### config.mk
export PLATFORM = sky130hd
export DESIGN_NAME = dma_rx_arbiter
export DESIGN_NICKNAME = d
export VERILOG_FILES = /design/src/rtl/dma_axis_pkg.sv /design/src/rtl/axis_skid_buf.sv /design/src/rtl/dma_rx_arbiter.sv
export SDC_FILE = /design/constraint.sdc
export NUM_CORES = 1
export LEC_CHECK = 0
export CAP_MARGIN = 10
export CORE_AREA = 2 2 446 448
export DETAILED_ROUTE_END_ITERATION = 10
export DIE_AREA = 0 0 448 450
export GPL_ROUTABILITY_DRIVEN = 0
export PLACE_DENSITY_LB_ADDON = 0.3
export RECOVER_POWER = 25
export SLEW_MARGIN = 20
export SYNTH_ARGS = -nofsm -noshare
export SYNTH_HDL_FRONTEND = slang
export SYNTH_SLANG_ARGS = --single-unit
### constraint.sdc
create_clock -name axi_clk -period 3.3 [get_ports axi_clk]
set_clock_uncertainty 0.1 [all_clocks]
set_input_delay 0.66 -clock axi_clk [delete_from_list [all_inputs] [get_ports axi_clk]]
set_output_delay 0.66 -clock axi_clk [all_outputs]
set_load 0.05 [all_outputs]
### src/rtl/dma_axis_pkg.sv
// Shared AXIS definitions for the DMA rx path: arbiter FSM states and the TUSER field layout.
package dma_axis_pkg;

  typedef enum logic {
    ST_IDLE = 1'b0,
    ST_PASS = 1'b1
  } arb_state_e;

  localparam int TUSER_LEN_LSB = 0;
  localparam int TUSER_LEN_W   = 16;
  localparam int TUSER_SRC_LSB = 16;
  localparam int TUSER_SRC_W   = 8;
  localparam int TUSER_DST_LSB = 24;
  localparam int TUSER_DST_W   = 8;

endpackage

### src/rtl/axis_skid_buf.sv
// Two-entry FIFO skid buffer: one cycle in-to-out; in_rdy while any entry is free,
// head entry held stable while out_rdy is low.
module axis_skid_buf #(
  parameter int WIDTH = 8
) (
  input  logic             clk,
  input  logic             rst_n,
  input  logic             in_vld,
  output logic             in_rdy,
  input  logic [WIDTH-1:0] in_dat,
  output logic             out_vld,
  input  logic             out_rdy,
  output logic [WIDTH-1:0] out_dat
);

  logic [WIDTH-1:0] mem_q [2];
  logic             wr_ptr_q;
  logic             rd_ptr_q;
  logic [1:0]       cnt_q;
  logic             push;
  logic             pop;

  assign in_rdy  = (cnt_q != 2'd2);
  assign out_vld = (cnt_q != 2'd0);
  assign out_dat = mem_q[rd_ptr_q];
  assign push    = in_vld && in_rdy;
  assign pop     = out_vld && out_rdy;

  always_ff @(posedge clk or negedge rst_n) begin
    if (!rst_n) begin
      mem_q[0] <= '0;
      mem_q[1] <= '0;
      wr_ptr_q <= 1'b0;
      rd_ptr_q <= 1'b0;
      cnt_q    <= 2'd0;
    end else begin
      if (push) begin
        mem_q[wr_ptr_q] <= in_dat;
        wr_ptr_q        <= ~wr_ptr_q;
      end
      if (pop) begin
        rd_ptr_q <= ~rd_ptr_q;
      end
      cnt_q <= cnt_q + {1'b0, push} - {1'b0, pop};
    end
  end

endmodule

### src/rtl/dma_rx_arbiter.sv
// Round-robin packet arbiter merging NUM_PORTS MAC rx AXIS streams into one DMA stream.
// One cycle input-to-output through a 2-entry skid buffer; the granted port sees the buffer's ready.
module dma_rx_arbiter #(
  parameter int NUM_PORTS  = 4,
  parameter int DATA_WIDTH = 64,
  parameter int USER_WIDTH = 128
) (
  input  logic                            axi_clk,
  input  logic                            rst_n,
  input  logic [NUM_PORTS*DATA_WIDTH-1:0]   s_axis_tdata,
  input  logic [NUM_PORTS*DATA_WIDTH/8-1:0] s_axis_tstrb,
  input  logic [NUM_PORTS*USER_WIDTH-1:0]   s_axis_tuser,
  input  logic [NUM_PORTS-1:0]              s_axis_tvalid,
  input  logic [NUM_PORTS-1:0]              s_axis_tlast,
  output logic [NUM_PORTS-1:0]              s_axis_tready,
  output logic [DATA_WIDTH-1:0]             m_axis_tdata,
  output logic [DATA_WIDTH/8-1:0]           m_axis_tstrb,
  output logic [USER_WIDTH-1:0]             m_axis_tuser,
  output logic                              m_axis_tvalid,
  output logic                              m_axis_tlast,
  input  logic                              m_axis_tready,
  output logic [NUM_PORTS*32-1:0]           pkt_cnt
);

  import dma_axis_pkg::*;

  localparam int SEL_W  = $clog2(NUM_PORTS);
  localparam int STRB_W = DATA_WIDTH / 8;
  localparam int PAY_W  = 1 + USER_WIDTH + STRB_W + DATA_WIDTH;

  logic [DATA_WIDTH-1:0] tdata_arr [NUM_PORTS];
  logic [STRB_W-1:0]     tstrb_arr [NUM_PORTS];
  logic [USER_WIDTH-1:0] tuser_arr [NUM_PORTS];

  arb_state_e       state_q, state_d;
  logic [SEL_W-1:0] sel_q, sel_d;
  logic [SEL_W-1:0] rr_ptr_q, rr_ptr_d;
  logic [SEL_W-1:0] pe_idx, gnt_idx;
  logic [NUM_PORTS-1:0] rot_vld;
  logic [NUM_PORTS-1:0] cnt_inc;

  logic              tvalid_sel;
  logic              tlast_sel;
  logic [USER_WIDTH-1:0] user_mod;
  logic              skid_in_vld;
  logic              skid_in_rdy;
  logic [PAY_W-1:0]  skid_in_dat;
  logic [PAY_W-1:0]  skid_out_dat;

  always_comb begin
    for (int i = 0; i < NUM_PORTS; i++) begin
      tdata_arr[i] = s_axis_tdata[i*DATA_WIDTH +: DATA_WIDTH];
      tstrb_arr[i] = s_axis_tstrb[i*STRB_W +: STRB_W];
      tuser_arr[i] = s_axis_tuser[i*USER_WIDTH +: USER_WIDTH];
    end
  end

  // Rotate requests so rr_ptr sits at bit 0, pick the lowest, then rotate the index back.
  always_comb begin
    rot_vld = '0;
    pe_idx  = '0;
    for (int i = 0; i < NUM_PORTS; i++) begin
      rot_vld[i] = s_axis_tvalid[SEL_W'((i + int'(rr_ptr_q)) % NUM_PORTS)];
    end
    for (int i = NUM_PORTS - 1; i >= 0; i--) begin
      if (rot_vld[i]) pe_idx = SEL_W'(i);
    end
    gnt_idx = SEL_W'((int'(pe_idx) + int'(rr_ptr_q)) % NUM_PORTS);
  end

  assign tvalid_sel = s_axis_tvalid[sel_q];
  assign tlast_sel  = s_axis_tlast[sel_q];

  always_comb begin
    user_mod = tuser_arr[sel_q];
    user_mod[TUSER_SRC_LSB +: TUSER_SRC_W] = TUSER_SRC_W'(1) << sel_q;
  end

  assign skid_in_dat = {tlast_sel, user_mod, tstrb_arr[sel_q], tdata_arr[sel_q]};

  always_comb begin
    state_d       = state_q;
    sel_d         = sel_q;
    rr_ptr_d      = rr_ptr_q;
    s_axis_tready = '0;
    skid_in_vld   = 1'b0;
    cnt_inc       = '0;
    case (state_q)
      ST_IDLE: begin
        if (|s_axis_tvalid) begin
          sel_d   = gnt_idx;
          state_d = ST_PASS;
        end
      end
      ST_PASS: begin
        s_axis_tready[sel_q] = skid_in_rdy;
        skid_in_vld          = tvalid_sel;
        if (tvalid_sel && skid_in_rdy && tlast_sel) begin
          state_d        = ST_IDLE;
          rr_ptr_d       = SEL_W'((int'(sel_q) + 1) % NUM_PORTS);
          cnt_inc[sel_q] = 1'b1;
        end
      end
      default: state_d = ST_IDLE;
    endcase
  end

  always_ff @(posedge axi_clk or negedge rst_n) begin
    if (!rst_n) begin
      state_q  <= ST_IDLE;
      sel_q    <= '0;
      rr_ptr_q <= '0;
    end else begin
      state_q  <= state_d;
      sel_q    <= sel_d;
      rr_ptr_q <= rr_ptr_d;
    end
  end

  axis_skid_buf #(
    .WIDTH (PAY_W)
  ) u_skid (
    .clk     (axi_clk),
    .rst_n   (rst_n),
    .in_vld  (skid_in_vld),
    .in_rdy  (skid_in_rdy),
    .in_dat  (skid_in_dat),
    .out_vld (m_axis_tvalid),
    .out_rdy (m_axis_tready),
    .out_dat (skid_out_dat)
  );

  assign {m_axis_tlast, m_axis_tuser, m_axis_tstrb, m_axis_tdata} = skid_out_dat;

  for (genvar g = 0; g < NUM_PORTS; g++) begin : g_cnt
    logic [31:0] cnt_q;
    always_ff @(posedge axi_clk or negedge rst_n) begin
      if (!rst_n) begin
        cnt_q <= '0;
      end else if (cnt_inc[g]) begin
        cnt_q <= cnt_q + 32'd1;
      end
    end
    assign pkt_cnt[g*32 +: 32] = cnt_q;
  end

endmodule

Word level (Yosys, flattened, before mapping). Index checks and enable logic that the tools add are counted.

$add $sub $neg: 11. Order comparisons: 10. Eq/ne operators: 1. Shift-type cells: 1. Multiplexer cells: 44. Bitwise logic cells: 7. Reduce and logical (&&, ||, !) cells: 10.

Operators by type and width (number): $mux W201 (4); $bwmux W402 (1); $bmux W128 S2 (1); $mux W128 (2); $demux W201 S1 (1); $add A32 B1 Y32 const B (4); $bmux W64 S2 (1); $mux W64 (2); $bmux W8 S2 (1); $lt A2 B4 Y1 const B (4); $mux W8 (2); $mux W1 (14); $bmux W1 S2 (6); $mux W4 (3); $mux W2 (4); $shl A1 B2 Y8 const A (1); $logic_and A1 B1 Y1 (6); $add A2 B2 Y2 const A (2); $and A4 B4 Y4 (1); $ge A2 B2 Y1 const B (2); $not A1 Y2 (2); $reduce_and A2 Y1 (2); $reduce_or A4 Y1 (1); $ge A3 B3 Y1 const B (1); other kinds (14) (16).

Register bits after elaboration: 539. Input port bits: 811. Output and inout port bits: 334. Logic and storage cells: 96.

Depth between registers and ports, before layout. Gate-level depths: netlist of run 1.

Depth after elaboration: 9. Depth in mapped cells: 12. Mapped depth without buffers: 9.

By module. From an unflattened synthesis of run 1, not the netlist that was laid out.

Cells, all modules: 1915. Area, all modules: 30232.7 sq um.

By module, submodules not included: axis_skid_buf (instances 1, cells an instance 1090, area each 19463.7 sq um, seq. area each 10159.7 sq um); dma_rx_arbiter (instances 1, cells an instance 825, area each 10769.1 sq um, seq. area each 3328.2 sq um).

Worst setup path after synthesis of run 1. No wires, ideal clock.

Path type: register -> register. From: register sel_q[0]. To: register g_cnt[0].cnt_q[20]. Library setup time: 0.142 ns. Data arrival time: 2.696 ns. Data required time: 3.058 ns. Path slack: 0.362 ns. Cell stages (with the launch flop): 12. Path buffers: 5. Period minus slack after synthesis: 2.938 ns. Path through: dfrtp_1 buf_4 buf_2 buf_1 inv_1 ha_1 and3_1 and2_1 clkbuf_1 buf_2 nand3_1 xnor2_1.

Longest elaborated chain between the ends: 6. Elaborated cells between the ends (all ways): 13.

RTL lines: start: declaration (RTL line dma_rx_arbiter.sv:36) `logic [SEL_W-1:0] sel_q, sel_d;`; start signal: assignment (RTL line dma_rx_arbiter.sv:115) `sel_q <= sel_d;`; $lt A2 B3 Y1 (implied by the code) (tied with other cells) (RTL line dma_rx_arbiter.sv:101) `cnt_inc[sel_q] = 1'b1;`; $logic_and A1 B1 Y1 (implied by the code) or $mux W1 (tied branches) (RTL line dma_rx_arbiter.sv:101, dma_rx_arbiter.sv:71); $mux W1 (implied by the code) or $logic_and A1 B1 Y1 (tied branches) (RTL line dma_rx_arbiter.sv:101, dma_rx_arbiter.sv:98); $demux W1 S2 or $logic_and A1 B1 Y1 (tied branches) (RTL line dma_rx_arbiter.sv:101, dma_rx_arbiter.sv:98); $mux W4 * (RTL line dma_rx_arbiter.sv:98) `if (tvalid_sel && skid_in_rdy && tlast_sel) begin`; $mux W4 * (RTL line dma_rx_arbiter.sv:88) `case (state_q)`; end signal: assignment (RTL line dma_rx_arbiter.sv:141) `cnt_q <= cnt_q + 32'd1;`; end: declaration (RTL line dma_rx_arbiter.sv:136) `logic [31:0] cnt_q;`.

Mark *: on every way between the ends. The rest lies on a longest branch, timed or not. The select of a mux whose other input is x is not followed. A chain may end at the register's enable or synchronous reset.

Worst setup path in the final report of run 1.
From: register u_skid.rd_ptr_q. To: output m_axis_tuser[12].

Longest elaborated chain between the ends: 4.

RTL lines: start: declaration (RTL line axis_skid_buf.sv:18) `logic rd_ptr_q;`; start signal: assignment (RTL line axis_skid_buf.sv:42) `rd_ptr_q <= ~rd_ptr_q;`; $not A1 Y2 (implied by the code) (RTL line axis_skid_buf.sv:25) `assign out_dat = mem_q[rd_ptr_q];`; $mux W201 (implied by the code) (3 in a row) (RTL line axis_skid_buf.sv:25); end: declaration (RTL line dma_rx_arbiter.sv:18) `output logic [USER_WIDTH-1:0] m_axis_tuser,`.

Every way passes these cells. The select of a mux whose other input is x is not followed.

==> results of run 1 <==
[cell usage after synthesis (22+ instances only)]
master / instances
nor3_1: 26
dfrtp_1: 531
nor2_1: 55
inv_1: 29
xnor2_1: 78
nand2_1: 62
xor2_1: 52
nand4_1: 43
clkbuf_1: 61
nand3_1: 40
mux4_2: 194
mux2_2: 577
buf_2: 22
[registers in the layout, indices dropped and copies added, names as in the netlist]
name / cells
sel_q: 2
u_skid.rd_ptr_q: 1
rr_ptr_q: 2
u_skid.wr_ptr_q: 1
u_skid.cnt_q: 2
state_q: 1
u_skid.mem_q: 394
g_cnt.cnt_q: 128
[kinds of logic after synthesis]
logic type | share of synthesized area (%)
mux | 39.51
flops | 47.47
simple gates | 5.346
buf+inv | 2.821
xor+xnor | 4.068
compound gates | 0.2817
fa+ha+maj | 0.4917
other cells | 0.01340
[per-layer routing]
| metal | track usage [%] | vias up | wire (um) |
|---|---|---|---|
| li1 | - | 9519 | - |
| met1 | 14.81 | 11240 | 51210 |
| met2 | 23.17 | 750 | 70330 |
| met3 | 3.262 | 194 | 7921 |
| met4 | 3.030 | 22 | 2848 |
| met5 | 0 | - | 158 |
[where the power goes]
group	total (mW)	internal, mW	leakage (nW)	switching, mW
combinational	27.0	11.4	10.1	15.6
clock	7.93	4.74	1.16	3.19
sequential	10.6	9.25	6.43	1.34
total	45.5	25.4	17.7	20.1
[what timing repair did]
action	4_1_cts	5_1_grt
setup endpoints to repair	182	25
gates cloned	4	1
setup buffers	8	0
resized for setup	87	48
hold endpoints to repair	43	0
hold buffers	1	0
[worst reg2reg max path, stage by stage, from the launching register on]
cell      delay [ns]
dfrtp_4         0.43
buf_4           0.28
mux4_2          0.55
and3_1          0.29
nand2b_4        0.19
buf_12          0.23
buf_12          0.22
mux2_2          0.37
[per-stage QoR]
| step | std cells | TNS (ns) | area, um^2 | utilization [%] |
|---|---|---|---|---|
| global placement | 5632 | 0 | 42510 | 21.62 |
| global route | 5772 | -0.0001101 | 44910 | 22.84 |
| floorplan | 1919 | 0 | 28000 | - |
| detailed placement | 5632 | 0 | 42510 | 21.62 |
| CTS | 5767 | -2.256 | 45080 | 22.93 |
| finish | 5776 | 0 | 44920 | 22.85 |
[layout make-up]
type / count / area share (%)
Multi-Input combinational cell: 1234 / 31.11
Clock inverter: 23 / 0.7353
Inverter: 29 / 0.2423
Tap cell: 2640 / 7.353
Antenna cell: 8 / 0.04456
Sequential cell: 531 / 29.60
Timing Repair Buffer: 1212 / 26.36
Clock buffer: 99 / 4.548
[worst max-delay path by stage]
stage | endpoint | slack, ns | cells past startpoint
floorplan | g_cnt[0].cnt_q[20]$_DFFE_PN0P_ | 0.36 | 11
global placement | g_cnt[0].cnt_q[12]$_DFFE_PN0P_ | 0.12 | 7
detailed placement | g_cnt[0].cnt_q[10]$_DFFE_PN0P_ | 0.12 | 7
CTS | m_axis_tuser[6] | -0.14 | 4
global route | s_axis_tready[3] | -0.0001 | 5
finish | m_axis_tuser[12] | 0.14 | 5
[cell usage in the layout, fill, tap and decap left out, drive strengths merged, types with 5 or more instances in the layout]
| cell | count |
|---|---|
| dfrtp | 531 |
| nand4 | 44 |
| and3 | 15 |
| and4 | 8 |
| dlygate4sd2 | 45 |
| nor4 | 11 |
| xor2 | 52 |
| buf | 212 |
| clkinv | 11 |
| diode | 8 |
| nor2 | 55 |
| and2 | 8 |
| clkbuf | 144 |
| clkdlybuf4s50 | 906 |
| ha | 11 |
| nor3 | 29 |
| mux2 | 594 |
| mux4 | 194 |
| a21oi | 6 |
| xnor2 | 78 |
| inv | 34 |
| nand2 | 63 |
| bufinv | 5 |
| nand3 | 40 |
==> summary.txt, run 1 <==
Req. time, crit path - 2.54 ns
CP Data Arrival Time - 2.40 ns
Reg area - 13300 um^2
Drt first pass iters - 4
Crit-path slowest cell - dfrtp_4
Initial antenna violation count - 54
Drt initial violations - 1012
Ports - 1145
YS warnings - 0
Mapped Cells - 1916
Reg2Reg Launch Point - sel_q[1]$_DFFE_PN0P_
Synth Register Bits - 531
Nets - 3901
WP buf/inv - 4
Post-synth EDFFs - 0
Final Max Tran Viols - 33
Final period util - 95.64%
CTS sink count - 531
Crit path launch type - register
Path type of the worst setup path - register to output pin
Reg2Reg Depth - 7
CP Launch Point - u_skid.rd_ptr_q$_DFFE_PN0P_
Cell variety after synth - 42
TritonCTS clock tree - built
Violated checks - max-slew violations
CP Capture Type - output pin
Core Area - 196600 um^2
Final setup viols - 0
Grt ovf - 0
Leakage - 17.71 nW
Max cap viols - 0
Antenna Nets Post-Route - 0
HPWL Detailed - 106.4 mm
Sequential element share of the synthesized area - 47.47%
Hold WS - 0.3618 ns
Pre-CTS setup slack - 0.1244 ns
Ys async rst share - 100.0%
Worst Hold End - g_cnt[3].cnt_q[31]$_DFFE_PN0P_
Internal reg-to-reg setup slack - 0.53 ns
Syn Area/Cell - 14.61 um^2
Worst Min Path Start - g_cnt[3].cnt_q[31]$_DFFE_PN0P_
CTS Buf Count - 71
First-pass GRT wire length - 181.4 mm
Pwr per Cell Area - 1014 nW/um^2
Area growth syn-to-layout - 60.49%
Die Width - 448 um
Vias in the first global route - 22.75k
Detailed-route DRC error count - 0
F_max - 316.9 MHz
Skew-Pair Late Insertion Delay - 0.66 ns
Number of fillers in the final layout - 20.87k
Die Footprint - 201600 um^2
Synth area leaders - dfrtp_1 47%, mux2_2 23%, mux4_2 16%
Multi-input gate area - 13980 um^2
Min cycle time layout - 3.156 ns
Average wire per standard cell - 22.93 um
Final wirelength - 132.5 mm
Largest net degree at the start of global routing - 97
Hold WC Path Type - register to register
Maximum vdd drop - 0.0005494 V
Worst path cell trace - buf_12, buf_16, clkbuf_16, mux2_4, buf_6
Starting Density - 14.24%
Top cell type's share of synthesized area - 47.47%
Max-Slew Margin vs Limit - -1.057%
Worst slew pin tran - 1.516 ns
CTS H-tree lvls - 3
Final Worst Setup Slack - 0.1440 ns
Mapped Area - 27990 um^2
Synth area leader - dfrtp_1
Die height - 450 um
Top delay family on crit path - buffers and inverters
Synth Flop Type - dfrtp_1
Final hold violation count - 0
Layout cell share with drive strength beyond 1 - 36.35%
Power Total - 45.53 mW
WHS Path Cells - 1
Max incr delay on CP - 0.56 ns
Reg2reg end - u_skid.mem_q[205]$_DFFE_PN0P_
Vias per cell - 3.761
Site Rows - 163
IO buf count - 1108
CP max FO - 17
Status - complete, but fails checks
Clock-pin slew of the registers on the worst-case setup and hold paths - 0.06 ns
Total Routing Usage GR - 12.76%
Via count - 21.72k
Maximum root-to-sink buffer count - 3
Clock Root Buffer - clkbuf_16
Power figures use the tool's default switching activity.
==> run 2, diff against run 1 <==
Settings changed: MAX_ROUTING_LAYER from default to met4.
==> run 2 against run 1 <==
The flow finishes with violations (max-capacitance violations, max-slew violations). Core utilization about the same. Sequential share of layout area is 0.060 points lower. Register-to-register slack hardly changed. Die area did not move. Hold slack about the same. Clock power hardly changed. Non-clock buffer count unchanged. Via count about the same. Critical path type unchanged. Highest routed layer is now met4.
==> summary.txt, run 2 (synthesis results as in run 1) <==
IO buf count - 1108 (unchanged)
Sequential Power Share - 23.3% (about the same)
Internal reg-to-reg setup slack - 0.52 ns (was 0.53 ns)
Antenna Nets Post-Route - 0 (unchanged)
Average wire per standard cell - 22.87 um (was 22.93 um)
Logic gate share of total power - 59.3% (about the same)
WHS Path Cells - 1 (unchanged)
Number of fillers in the final layout - 20.87k (about the same)
Area growth syn-to-layout - 60.82% (was 60.49%)
CTS Buf Count - 71 (unchanged)
Most common cell after layout, fill and taps aside - clkdlybuf4s50_1 (unchanged)
Starting Density - 14.24% (unchanged)
Switching share of power - 44.12% (was 44.16%)
Hold WS - 0.3619 ns (was 0.3618 ns)
Ports - 1145 (unchanged)
Final wirelength - 132.3 mm (was 132.5 mm)
Maximum vdd drop - 0.0005539 V (was 0.0005494 V)
Final Max Tran Viols - 67 (was 33)
Drt initial violations - 974 (was 1012)
Clock-pin slew of the registers on the worst-case setup and hold paths - 0.06 ns (about the same)
Die height - 450 um (unchanged)
Clock power frac - 17.4% (about the same)
Req. time, crit path - 2.54 ns (about the same)
Core Area - 196600 um^2 (unchanged)
Internal power - 25.44 mW (was 25.43 mW)
Worst Min Path Start - g_cnt[3].cnt_q[31]$_DFFE_PN0P_ (unchanged)
Setup TNS - 0 ns (unchanged)
Final hold violation count - 0 (unchanged)
NetSw - 20.08 mW (was 20.11 mW)
HPWL Detailed - 106.4 mm (unchanged)
Worst Hold End - g_cnt[3].cnt_q[31]$_DFFE_PN0P_ (unchanged)
Vias in the first global route - 22.78k (was 22.75k)
TritonCTS clock tree - built (unchanged)
Leakage - 17.78 nW (was 17.71 nW)
CP Capture Type - output pin (unchanged)
Initial antenna violation count - 52 (was 54)
Clock Root Buffer - clkbuf_16 (unchanged)
Layout cell share with drive strength beyond 1 - 36.83% (was 36.35%)
Status - complete, but fails checks (unchanged)
CP Data Arrival Time - 2.41 ns (was 2.40 ns)
Final setup viols - 0 (unchanged)
Dpl cell area - 42510 um^2 (unchanged)
Commonest cells after routing, fill and taps aside - 906 x clkdlybuf4s50_1, 569 x mux2_2, 528 x dfrtp_1 (unchanged)
F_max - 315.3 MHz (was 316.9 MHz)
Top Registers - u_skid.mem_q: 394 flops, g_cnt.cnt_q: 128 flops (unchanged)
Pwr per Cell Area - 1011 nW/um^2 (was 1014 nW/um^2)
Max cap viols - 1 (was 0)
Violated checks - max-capacitance violations, max-slew violations (was max-slew violations)
Max reg flops - 394 (unchanged)
Die Footprint - 201600 um^2 (unchanged)
CTS H-tree lvls - 3 (unchanged)
Die Width - 448 um (unchanged)
Hold WC Path Type - register to register (unchanged)
Detailed-route DRC error count - 0 (unchanged)
Biggest register - u_skid.mem_q (unchanged)
Crit path launch type - register (unchanged)
CP Launch Point - u_skid.rd_ptr_q$_DFFE_PN0P_ (unchanged)
Post-route cell area - 45010 um^2 (was 44920 um^2)
Via count - 21.72k (about the same)
Reg2reg end - g_cnt[0].cnt_q[12]$_DFFE_PN0P_ (was u_skid.mem_q[205]$_DFFE_PN0P_)
Path type of the worst setup path - register to output pin (unchanged)
Max-Slew Margin vs Limit - -73.35% (was -1.057%)
Drt first pass iters - 5 (was 4)
Final period util - 96.10% (was 95.64%)
Maximum root-to-sink buffer count - 3 (unchanged)
CP max FO - 17 (unchanged)
Largest net degree at the start of global routing - 97 (unchanged)
Total Routing Usage GR - 13.13% (was 12.76%)
Skew-Pair Late Insertion Delay - 0.66 ns (about the same)
Vias per cell - 3.754 (was 3.761)
RSZ-0062 raised after global routing - false
Grt ovf - 0 (unchanged)
Nets - 3901 (unchanged)
Min cycle time layout - 3.171 ns (was 3.156 ns)
Worst slew pin tran - 2.600 ns (was 1.516 ns)
First-pass GRT wire length - 181.3 mm (was 181.4 mm)
Site Rows - 163 (unchanged)
Reg2Reg Launch Point - sel_q[1]$_DFFE_PN0P_ (unchanged)
CTS sink count - 531 (unchanged)
Reg2Reg Depth - 8 (was 7)
run 2: changes by cell type in the layout (fill, tap and decap cells not counted), sizes merged:
cell / before / now
buf: 212 / 220
diode: 8 / 16
clkbuf: 144 / 136
run 2: metrics by stage:
stage                     cells  utilization [%]  setup WS, ns  power, mW
after floorplan            1919                -        0.3621      28.58
after global placement     5632            21.62        0.1193      38.07
after detailed placement   5632            21.62        0.1244      38.30
after CTS                  5767            22.93       -0.1424      46.61
after global routing       5781            22.89     0.0001481      47.97
final                      5784            22.90        0.1288      45.52
run 2: final cells by class:
type	count	area, um^2	area share (%)
diodes	16	40.04	0.08895
inverters	29	108.9	0.2418
clock inverters	23	330.3	0.7338
flip-flops and latches	531	13300	29.54
multi-input cells	1234	13980	31.05
well taps	2640	3303	7.338
clock buffers	99	2043	4.539
repair buffers	1212	11910	26.47
run 2: worst max-delay path, cell delays in order, from the launching register on:
cell	delay, ns
dfrtp_4	0.56
buf_12	0.16
buf_16	0.16
mux2_2	0.24
dlygate4sd2_1	0.61
run 2: what timing repair did:
| action | 4_1_cts | 5_1_grt |
|---|---|---|
| endpoints found under the hold margin | 43 | 0 |
| gates cloned | 4 | 1 |
| hold buffers | 1 | 0 |
| buffers inserted | 8 | 0 |
| resized for setup | 87 | 48 |
| endpoints found under the setup margin | 182 | 27 |
| pin swaps | 0 | 0 |
run 2: worst max path at each step:
stage                                     end  depth (start not counted)
3_5_place_dp   g_cnt[0].cnt_q[10]$_DFFE_PN0P_                          7
5_1_grt                      s_axis_tready[3]                          5
6_report                     m_axis_tdata[50]                          4
3_3_place_gp   g_cnt[0].cnt_q[12]$_DFFE_PN0P_                          7
2_1_floorplan  g_cnt[0].cnt_q[20]$_DFFE_PN0P_                         11
4_1_cts                       m_axis_tuser[6]                          4
run 2: power groups by stage:
stage                     logic (mW)  registers, mW  clock network [mW]
after floorplan                 18.2           10.4                   0
after global placement          27.4           10.7                   0
after detailed placement        27.5           10.8                   0
after CTS                       27.7           10.6                8.29
after global routing            28.5           10.9                8.54
final                           27.0           10.6                7.92
run 2: routing by layer:
layer,wire length (um),track usage [%],vias up
li1,-,-,9552
met1,51430,14.88,11260
met2,70250,23.12,729
met3,7694,3.156,176
met4,2921,3.114,0
met5,0,-,-
==> run 3, diff against run 2 <==
Settings changed: HOLD_SLACK_MARGIN from default to 0.03, SKIP_CTS_REPAIR_TIMING from default to 1.
==> run 3 against run 2 <==
Clock-buffer cell count stayed put. Core utilization is 0.15 points higher. Critical path type unchanged. Routed wire length is 0.60% lower. Register-to-register slack hardly changed. The run still ends with max-capacitance violations, max-slew violations left. Critical path depth stayed put. Global-route usage is 0.16 points lower. Largest power group unchanged. Setup slack worse by 0.073 ns. Flip-flop and latch count stayed put. Sequential share of layout area is 0.19 points lower. Via count is 0.30% lower. Power is 0.81% higher. Combinational power is 1% higher.
==> summary.txt, run 3 (synthesis results as in run 1) <==
Clock Root Buffer - clkbuf_16 (unchanged)
Vias in the first global route - 22.69k (was 22.78k)
TritonCTS clock tree - built (unchanged)
Via count - 21.65k (was 21.72k)
Hold WC Path Type - register to register (unchanged)
Nets - 3896 (was 3901)
Die Footprint - 201600 um^2 (unchanged)
F_max - 308.2 MHz (was 315.3 MHz)
Area growth syn-to-layout - 61.87% (was 60.82%)
Antenna Nets Post-Route - 0 (unchanged)
Reg2Reg Launch Point - sel_q[1]$_DFFE_PN0P_ (unchanged)
Multi-input gate area - 13950 um^2 (was 13980 um^2)
Die Width - 448 um (unchanged)
Site Rows - 163 (unchanged)
Die height - 450 um (unchanged)
Placed cell count - 5632 (unchanged)
Total Routing Usage GR - 12.98% (was 13.13%)
Finished Layout Cells - 5779 (was 5784)
Most frequent cell on the critical path - buf_16
Grt ovf - 0 (unchanged)
Power Total - 45.89 mW (was 45.52 mW)
Max cap viols - 1 (unchanged)
CTS Buf Count - 71 (unchanged)
Core Area - 196600 um^2 (unchanged)
Crit path launch type - register (unchanged)
Leakage - 18.33 nW (was 17.78 nW)
Reg area - 13300 um^2 (unchanged)
CP Capture Type - output pin (unchanged)
Path type of the worst setup path - register to output pin (unchanged)
Final setup viols - 0 (unchanged)
Violated checks - max-capacitance violations, max-slew violations (unchanged)
Clock-pin slew of the registers on the worst-case setup and hold paths - 0.06 ns (about the same)
CTS sink count - 531 (unchanged)
Most common cell after layout, fill and taps aside - clkdlybuf4s50_1 (unchanged)
Final period util - 98.32% (was 96.10%)
WP buf/inv - 3 (unchanged)
Vias per cell - 3.746 (was 3.754)
Final Worst Setup Slack - 0.05528 ns (was 0.1288 ns)
Max incr delay on CP - 0.50 ns (was 0.61 ns)
Top Registers - u_skid.mem_q: 394 flops, g_cnt.cnt_q: 128 flops (unchanged)
Status - complete, but fails checks (unchanged)
Worst Min Path Start - g_cnt[3].cnt_q[31]$_DFFE_PN0P_ (unchanged)
Commonest cells after routing, fill and taps aside - 906 x clkdlybuf4s50_1, 576 x mux2_2, 528 x dfrtp_1 (was 906 x clkdlybuf4s50_1, 569 x mux2_2, 528 x dfrtp_1)
Pre-CTS setup slack - 0.1244 ns (unchanged)
Average wire per standard cell - 22.75 um (was 22.87 um)
Initial antenna violation count - 52 (unchanged)
Drt initial violations - 894 (was 974)
Worst path cell trace - buf_16, buf_16, mux2_2, buf_4 (was buf_12, buf_16, mux2_2, dlygate4sd2_1)
CP Launch Point - u_skid.rd_ptr_q$_DFFE_PN0P_ (unchanged)
IO buf count - 1108 (unchanged)
Final hold violation count - 0 (unchanged)
CP Data Arrival Time - 2.48 ns (was 2.41 ns)
Top delay family on crit path - buffers and inverters (unchanged)
Max-Slew Margin vs Limit - -69.01% (was -73.35%)
Biggest register - u_skid.mem_q (unchanged)
Detailed-route DRC error count - 0 (unchanged)
Reg2Reg Depth - 8 (unchanged)
Largest net degree at the start of global routing - 97 (unchanged)
CP max FO - 53 (was 17)
Maximum vdd drop - 0.0005558 V (was 0.0005539 V)
Pwr per Cell Area - 1013 nW/um^2 (was 1011 nW/um^2)
Crit-path slowest cell - dfrtp_4 (was dlygate4sd2_1)
Req. time, crit path - 2.54 ns (about the same)
CTS H-tree lvls - 3 (unchanged)
RSZ-0062 raised after global routing - true (was false)
HPWL Detailed - 106.4 mm (unchanged)
Maximum root-to-sink buffer count - 3 (unchanged)
First-pass GRT wire length - 179.5 mm (was 181.3 mm)
Worst slew pin tran - 2.535 ns (was 2.600 ns)
Final Max Tran Viols - 67 (unchanged)
Drt first pass iters - 4 (was 5)
Number of fillers in the final layout - 20.85k (was 20.87k)
Starting Density - 14.24% (unchanged)
Max reg flops - 394 (unchanged)
WHS Path Cells - 1 (unchanged)
Layout cell share with drive strength beyond 1 - 35.93% (was 36.83%)
WP depth - 4 (unchanged)
Final wirelength - 131.5 mm (was 132.3 mm)
Ports - 1145 (unchanged)
Min cycle time layout - 3.245 ns (was 3.171 ns)
Skew-Pair Late Insertion Delay - 0.65 ns (was 0.66 ns)
run 3: cell count changes in the layout (fill, tap and decap cells not counted), moves of 2 or more:
| cell | previous run | this run |
|---|---|---|
| dlymetal6s2s_1 | 0 | 70 |
| dlygate4sd2_1 | 45 | 0 |
| buf_4 | 180 | 148 |
| buf_6 | 1 | 30 |
| clkbuf_2 | 34 | 11 |
| mux2_2 | 569 | 576 |
| mux2_4 | 8 | 1 |
| buf_16 | 6 | 3 |
| bufbuf_16 | 2 | 0 |
run 3: through the flow:
step / hold slack, ns / instance area (um^2) / setup TNS (ns) / util (%)
final: 0.3618 / 45310 / 0 / 23.04
after global routing: 0.3892 / 45300 / -0.7320 / 23.04
after CTS: -0.06307 / 44890 / -26.69 / 22.83
after detailed placement: 0.3567 / 42510 / 0 / 21.62
after global placement: 0.3542 / 42510 / 0 / 21.62
after floorplan: 0.2644 / 28000 / 0 / -
run 3: routing by layer:
metal | part of all wire [%] | track usage (%) | wire length [um] | vias up
li1 | - | - | - | 9537
met1 | 38 | 14.64 | 50450 | 11220
met2 | 53 | 22.85 | 70050 | 721
met3 | 6.1 | 3.159 | 7984 | 174
met4 | 2.3 | 3.167 | 3019 | 0
met5 | 0 | - | 0 | -
run 3: final cells by class:
type                            count  share of cell area (%)
Tap cell                         2640                   7.291
Sequential cell                   531                   29.35
Antenna cell                       16                 0.08837
Inverter                           29                  0.2403
Clock buffer                       99                   4.510
Timing Repair Buffer             1207                   27.00
Multi-Input combinational cell   1234                   30.79
Clock inverter                     23                  0.7291
run 3: path summary, 6_finish.rpt:
path                                                       end  slack, ns
worst min register to register  g_cnt[3].cnt_q[31]$_DFFE_PN0P_       0.36
worst min-delay path            g_cnt[3].cnt_q[31]$_DFFE_PN0P_       0.36
max in group asynchronous        u_skid.mem_q[317]$_DFFE_PN0P_       0.32
min in group asynchronous        u_skid.mem_q[329]$_DFFE_PN0P_       1.28
worst max-delay path                         m_axis_tuser[111]       0.06
worst max register to register  g_cnt[0].cnt_q[12]$_DFFE_PN0P_       0.52
run 3: where the power goes:
part | total, mW | internal, mW | switching (mW)
clock | 7.92 | 4.74 | 3.18
combinational | 27.4 | 11.9 | 15.5
sequential | 10.6 | 9.25 | 1.34
total | 45.9 | 25.9 | 20.0
